`src/rtl/reg_file_pkg.sv`:
```
// Shared constants and types for the 32 x 32-bit CPU register file.
// Latency: n/a (types and constants only).
// Backpressure: n/a.
package reg_file_pkg;

    localparam int DATA_W   = 32;
    localparam int ADDR_W   = 5;
    localparam int NUM_REGS = 2 ** ADDR_W;

    typedef logic [ADDR_W-1:0] reg_idx_t;
    typedef logic [DATA_W-1:0] reg_word_t;

    localparam reg_idx_t ZERO_REG = 5'd0;

endpackage : reg_file_pkg

```
`src/rtl/reg_file_32x32_if.sv`:
```
// Writeback/operand-fetch bundle of the register file: one write port, two read ports.
// Latency: n/a (wires only); reads are combinational, writes land one edge later.
// Backpressure: none; every write is accepted in the cycle it is presented.
// master = datapath side (drives we/waddr/wdata/raddr_*), slave = register file.
interface reg_file_32x32_if;
    import reg_file_pkg::*;

    logic      we;
    reg_idx_t  waddr;
    reg_word_t wdata;
    reg_idx_t  raddr_a;
    reg_idx_t  raddr_b;
    reg_word_t rdata_a;
    reg_word_t rdata_b;

    modport master (
        output we, waddr, wdata, raddr_a, raddr_b,
        input  rdata_a, rdata_b
    );

    modport slave (
        input  we, waddr, wdata, raddr_a, raddr_b,
        output rdata_a, rdata_b
    );

endinterface : reg_file_32x32_if

```
`src/rtl/reg_file_32x32_decoder.sv`:
```
// 5-to-32 one-hot write decoder.
// Latency: combinational.
// Backpressure: none.
// Ports: en (decode enable), idx (register index), sel (one-hot select, all zero if
// en is low or idx is not a clean binary value).
module decoder_5_32
    import reg_file_pkg::*;
(
    input  logic                en,
    input  reg_idx_t            idx,
    output logic [NUM_REGS-1:0] sel
);

    // Equality against each index: an unknown idx compares as X, which the
    // if treats as false, so a non-binary index selects nothing.
    always_comb begin
        sel = '0;
        for (int i = 0; i < NUM_REGS; i++) begin
            if (en && (idx == reg_idx_t'(i))) begin
                sel[i] = 1'b1;
            end
        end
    end

endmodule : decoder_5_32

```
`src/rtl/reg_file_32x32_mux.sv`:
```
// 32-way, 32-bit read multiplexer for one register-file read port.
// Latency: combinational.
// Backpressure: none.
// Ports: sel (register index), din (all register words), dout (selected word).
module mux_32x32
    import reg_file_pkg::*;
(
    input  reg_idx_t  sel,
    input  reg_word_t din [NUM_REGS],
    output reg_word_t dout
);

    assign dout = din[sel];

endmodule : mux_32x32

```
`src/rtl/reg_file_32x32.sv`:
```
// CPU general-purpose register file, 32 x 32 bits, register 0 hardwired to zero.
// Latency: write 1 cycle, reads combinational (0 cycles).
// Backpressure: none; writes are always accepted.
// Ports: clk, rst_n (async active-low clear of all registers), bus (slave modport:
// we/waddr/wdata write port, raddr_a/raddr_b -> rdata_a/rdata_b read ports).
// Build option: define REG_FILE_WRITE_BYPASS_EN to forward wdata to a read port
// reading the register being written in the same cycle (write-first).
module reg_file_32x32
    import reg_file_pkg::*;
(
    input  logic              clk,
    input  logic              rst_n,
    reg_file_32x32_if.slave   bus
);

    reg_word_t           r_regs [1:NUM_REGS-1];
    reg_word_t           w_regs [NUM_REGS];
    logic [NUM_REGS-1:0] w_sel;
    logic [NUM_REGS-1:0] w_wr_en;
    reg_word_t           w_mux_a;
    reg_word_t           w_mux_b;

    decoder_5_32 u_wr_dec (
        .en  (bus.we),
        .idx (bus.waddr),
        .sel (w_sel)
    );

    // Bit 0 is never enabled: register 0 has no storage at all.
    assign w_wr_en = w_sel & {31'h7FFF_FFFF, 1'b0};

    always_ff @(posedge clk or negedge rst_n) begin
        if (!rst_n) begin
            for (int i = 1; i < NUM_REGS; i++) begin
                r_regs[i] <= '0;
            end
        end else begin
            for (int i = 1; i < NUM_REGS; i++) begin
                if (w_wr_en[i]) begin
                    r_regs[i] <= bus.wdata;
                end
            end
        end
    end

    assign w_regs[ZERO_REG] = '0;
    for (genvar g = 1; g < NUM_REGS; g++) begin : g_rd_view
        assign w_regs[g] = r_regs[g];
    end

    mux_32x32 u_rd_mux_a (
        .sel  (bus.raddr_a),
        .din  (w_regs),
        .dout (w_mux_a)
    );

    mux_32x32 u_rd_mux_b (
        .sel  (bus.raddr_b),
        .din  (w_regs),
        .dout (w_mux_b)
    );

`ifdef REG_FILE_WRITE_BYPASS_EN
    // w_wr_en already excludes index 0 and non-binary write indexes, so
    // looking it up by the read index is exactly "writing the register I read".
    assign bus.rdata_a = w_wr_en[bus.raddr_a] ? bus.wdata : w_mux_a;
    assign bus.rdata_b = w_wr_en[bus.raddr_b] ? bus.wdata : w_mux_b;
`else
    assign bus.rdata_a = w_mux_a;
    assign bus.rdata_b = w_mux_b;
`endif

endmodule : reg_file_32x32

```
`src/flat_wrapper.sv`:
```
// flat-port wrapper written by rule: the top's interface ports become plain ports
module reg_file_32x32_flat import reg_file_pkg::*;
  (clk, rst_n, bus_we, bus_waddr, bus_wdata, bus_raddr_a, bus_raddr_b, bus_rdata_a, bus_rdata_b);
  reg_file_32x32_if bus_i ();
  input  logic clk;
  input  logic rst_n;
  input wire logic [$bits(bus_i.we)-1:0] bus_we;
  input wire logic [$bits(bus_i.waddr)-1:0] bus_waddr;
  input wire logic [$bits(bus_i.wdata)-1:0] bus_wdata;
  input wire logic [$bits(bus_i.raddr_a)-1:0] bus_raddr_a;
  input wire logic [$bits(bus_i.raddr_b)-1:0] bus_raddr_b;
  output wire logic [$bits(bus_i.rdata_a)-1:0] bus_rdata_a;
  output wire logic [$bits(bus_i.rdata_b)-1:0] bus_rdata_b;
  assign bus_i.we = bus_we;
  assign bus_i.waddr = bus_waddr;
  assign bus_i.wdata = bus_wdata;
  assign bus_i.raddr_a = bus_raddr_a;
  assign bus_i.raddr_b = bus_raddr_b;
  assign bus_rdata_a = bus_i.rdata_a;
  assign bus_rdata_b = bus_i.rdata_b;
  reg_file_32x32 u_core (.clk(clk), .rst_n(rst_n), .bus(bus_i));
endmodule
```
`config.mk`:
```
export PLATFORM = sky130hd
export DESIGN_NAME = reg_file_32x32_flat
export DESIGN_NICKNAME = d
export VERILOG_FILES = /design/src/rtl/reg_file_pkg.sv /design/src/rtl/reg_file_32x32_if.sv /design/src/rtl/reg_file_32x32_decoder.sv /design/src/rtl/reg_file_32x32_mux.sv /design/src/rtl/reg_file_32x32.sv /design/src/flat_wrapper.sv
export SDC_FILE = /design/constraint.sdc
export NUM_CORES = 2
export LEC_CHECK = 0
export ABC_AREA = 0
export CORE_MARGIN = 3
export CORE_UTILIZATION = 68
export CTS_BUF_LIST = sky130_fd_sc_hd__clkbuf_16
export CTS_CLUSTER_SIZE = 24
export DETAILED_ROUTE_END_ITERATION = 6
export PLACE_DENSITY = 0.95
export SLEW_MARGIN = 20
export SYNTH_ARGS = -nofsm -noshare
export SYNTH_HDL_FRONTEND = slang
export SYNTH_SLANG_ARGS = --single-unit
```
`constraint.sdc`:
```
create_clock -name clk -period 3.99 [get_ports clk]
set_input_delay 0.5985 -clock clk [delete_from_list [all_inputs] [get_ports clk]]
set_output_delay 0.5985 -clock clk [all_outputs]
set_load 0.03 [all_outputs]
```
Yosys cells after proc, flatten, opt, wreduce, memory -nomap -nowiden
Cells that the tools add are included.
{"block": "op_classes", "mux": 37, "n_bitwise": 2, "n_eq_ne": 31, "magnitude_cmp": 2, "n_reduce_logical": 31}
{"operator": "$bmux 32 s5", "n": 2}
{"operator": "$mux 32", "n": 4}
{"operator": "$eq 5x5->1 const B", "n": 16}
{"operator": "$eq 5x4->1 const B", "n": 8}
{"operator": "$logic_and 1x1->1", "n": 31}
{"operator": "$mux 1", "n": 31}
{"operator": "$eq 5x3->1 const B", "n": 4}
{"operator": "$ge 6x6->1 const B", "n": 2}
{"operator": "$not 5->6", "n": 2}
{"operator": "$eq 5x2->1 const B", "n": 2}
{"operator": "$eq 5x1->1 const B", "n": 1}
{"block": "word_totals", "ff_bits": 992, "input_bits": 50, "wordCells": 134}

Logic depth before layout (Yosys ltp)
{"block": "depth", "ltp_word": 4, "depth_mapped": 9, "mapped_depth_nobuf": 4}

By module
A second synthesis with hierarchy kept.
{"block": "hier_totals", "hier_cells": 4568, "area_unflattened_um2": 57219.9}
{"mod": "reg_file_32x32", "n_inst": 1, "cells_per_inst": 2205, "area_each_um2": 39211.4}
{"mod": "mux_32x32", "n_inst": 2, "cells_per_inst": 1158, "area_each_um2": 8887.3}
{"mod": "decoder_5_32", "n_inst": 1, "cells_per_inst": 47, "area_each_um2": 234.0}

Worst setup path before layout
Ideal clock, no wire load.
{"block": "synth_path", "kind": "input-to-output", "startpoint": "input bus_raddr_b[0]", "endpoint": "output bus_rdata_b[23]", "path_stages": 9, "path_slack_ns": 0.977, "arrival_time_ns": 2.415, "path_cell_list": "buf_4 > buf_6 > buf_6 > buf_6 > buf_4 > mux2i_1 > o22ai_1 > a211oi_1 > o31ai_1"}
{"block": "synth_between", "elab_chain_len": 4}
{"element": "start, declared", "line": "flat_wrapper.sv:11", "source": "input wire logic [$bits(bus_i.raddr_b)-1:0] bus_raddr_b;"}
{"element": "$not 5->6 (implied by the code)", "line": "reg_file_32x32_mux.sv:13", "source": "assign dout = din[sel];"}
{"element": "$bmux 32 s5", "line": "reg_file_32x32_mux.sv:13"}
{"element": "$mux 32 (implied by the code) (2 in series)", "line": "reg_file_32x32_mux.sv:13"}
{"element": "end, declared", "line": "flat_wrapper.sv:13", "source": "output wire logic [$bits(bus_i.rdata_b)-1:0] bus_rdata_b;"}
No other way between the ends. The select of a mux whose other input is x is not followed.

Worst setup path in the final report
{"block": "layout_path", "startpoint": "input bus_raddr_b[1]", "endpoint": "output bus_rdata_b[30]"}
The elaborated chain is that of the path after synthesis.

==> out/qor.yml <==
placement:
  dp_hpwl_mm: 94.4
  place_congestion: 0.857
  port_buffers: 113
  place_ws_ps: 404
critical_path:
  regToRegStartpoint: "u_core.r_regs[235]"
  worst_ep_arrival_time_ps: 3290
  end_kind: "primary output"
  slowest_stage: "a211oi_1"
  cp-start-kind: "input pin"
  path_class: "in -> out"
  r2r_setup_slack_ps: 3100
  slowest_delay_ps: 970
  crit_fanout: 11
  cp.required_ps: 3390
  path_cells: "buf_4 > buf_4 > mux2_2 > a22o_1 > a211oi_1 > o31ai_1 > buf_12"
  crit_start: "bus_raddr_b[1]"
  crit_top_cell: "buf_4"
drt:
  drc: 0
  routed.top_layer: "met5"
  wl_met1_mm: 55.8
  wl_met3_mm: 26.2
  viasPerCell: 8.33
  routed_wl_mm: 178
  first_pass_iters: 6
  num_vias: 39000
  ant_nets: 0
  wl_per_cell_um: 38.1
  drt_iter0_markers: 5918
  dr_wl_met2_mm: 78.7
clock_tree:
  path_clk_slew_ps: 60
  cts_buffers: 100
  root_buffer: "clkbuf_16"
  cts.htree.levels: 3
  clock_latency_ps: 680
  clock_sinks: 992
  cts_tree: "built"
  clockBufferDepth: 3
sta:
  hold_viol: 0
  slew_viol_final: 0
  fin_setup_tns_ps: 0
  rsz0062_at_grt: "no"
  period_minus_slack_ps: 3880
  holdWs_ps: 469
  relSlewSlack_pct: 15.8
  fin_crit_sh_pct: 97.4
  fin_skew_ps: 0
  setup_viol_count_final: 0
  fmax_ghz: 0.257
  fin_ws_ps: 105
  tightestPinTransition_ps: 1260
floorplanning:
  num_rows: 101
  coreArea_sq_um: 76700
  ios: 114
  start_util_pct: 69.4
  die_x_um: 286
  die_y_um: 286
  die_area_sq_um: 81700
global_route:
  grt_overflow: 0
  grt_max_degree: 133
  grt_pass1_vias: 41900
  grt_usage_pct: 44.1
  grt_antenna_before_repair: 5
  grt_first_pass_wirelength_mm: 268
synth:
  syn_area_sq_um: 53200
  seq_area_frac_synth_pct: 46.6
  netlist_instances: 3603
  yosys_register_bits: 992
  synth_fp_nets: 3653
  yosys_warnings: 0
  yosysUniqueCellTypes: 30
  synth.avg_cell_area_sq_um: 14.8
cells_and_area:
  drive_gt1_share_pct: 50.7
  syn_to_final_growth_pct: 12.4
  fin_util_pct: 78.0
  fillers: 3569
  top_regs: "u_core.r_regs: 992 flops"
  nets: 3622
  largest-register: "u_core.r_regs"
  largest_register_ffs: 992
pwr:
  irDropWorstVdd_mv: 0.375
  p_leak_nw: 26.1
  powerDensity_nw_per_um2: 518
  finalPower_mw: 31.0
hold_path:
  hold_class: "in -> async"
flow_run:
  timing.max_cap.violations: 0
status:
  status: "completed"
==> cell type report <==
class	count	area [sq um]	share of cell area [%]
Multi-Input combinational cell	2205	26800	44.8
Clock inverter	83	779	1.30
Timing Repair Buffer	271	3560	5.95
Tap cell	1030	1290	2.16
Inverter	2	7.51	0.0126
Clock buffer	102	2550	4.27
Sequential cell	992	24800	41.5
Antenna cell	3	7.51	0.0126
==> power by group <==
part / leakage [nW] / internal [mW] / switching, mW
Sequential: 12.7 / 12.0 / 1.86
Combinational: 11.7 / 4.12 / 3.19
Clock: 1.71 / 5.50 / 4.28
Total: 26.1 / 21.6 / 9.33
==> placed cells by master (no fill, tap or decap), types with 33 or more instances in the layout <==
cell,n
buf_4,114
dfrtp_1,992
a22o_1,192
buf_12,113
o21ai_1,64
o22ai_1,64
a211oi_1,64
clkbuf_16,102
o31ai_1,64
and2_1,64
mux2i_1,192
mux4_2,384
clkdlybuf4s50_1,33
mux2_2,1040
==> repair_timing <==
item	CTS	global route
setup buffers	0	0
hold buffers	1	0
gates resized for setup	0	0
hold endpoints to repair	56	0
==> Yosys cell counts, drive strengths merged <==
master	instances	share of area, %
a211oi	64	0.90
a22o	192	3.2
and2	66	0.78
buf	190	1.9
clkbuf	214	1.5
dfrtp	992	47
inv	2	0.014
mux2	1056	22
mux2i	192	3.6
mux4	384	16
nand2	15	0.11
nand2b	7	0.082
nand3	1	0.0094
nand4	1	0.012
nand4b	3	0.049
nor2	15	0.11
nor2b	10	0.12
nor3	3	0.028
nor3b	2	0.038
nor4	1	0.024
o21ai	64	0.60
o22ai	64	0.75
o31ai	64	0.90
or3	1	0.012
==> metrics by stage <==
stage | instances | area (sq um)
floorplan | 3603 | 53200
global placement | 4499 | 56500
detailed placement | 4499 | 56500
CTS | 4685 | 59800
global route | 4687 | 59800
finish | 4688 | 59800
==> layer usage <==
metal,up-vias,global-route usage (%)
li1,13900,-
met1,19400,52.8
met2,4210,64.9
met3,1503,16.5
met4,8,34.1
met5,-,0
==> kinds of logic (layout without fill, tap and decap cells) <==
group,after synthesis,count (layout),share of synthesized area [%]
other,0,3,0
flip-flops,992,992,46.6
AO/OA/AOI/OAI,448,448,6.32
buffers and inverters,406,458,3.47
AND/OR/NAND/NOR,125,125,1.36
multiplexers,1632,1632,42.2
==> worst paths after layout <==
path                                           end  cells after the start
min in group clk                u_core.r_regs[596]                      1
max in group asynchronous       u_core.r_regs[611]                      3
worst min register to register  u_core.r_regs[596]                      1
worst max-delay path               bus_rdata_b[30]                      7
worst min-delay path            u_core.r_regs[604]                      2
worst max register to register  u_core.r_regs[235]                      1
==> worst max-delay path, delay by kind of cell <==
| family | cells | cell delay [ps] |
|---|---|---|
| compound gates | 3 | 1470 |
| mux | 1 | 390 |
| buf+inv | 3 | 800 |
No activity file was read; power rests on OpenSTA's default activity.
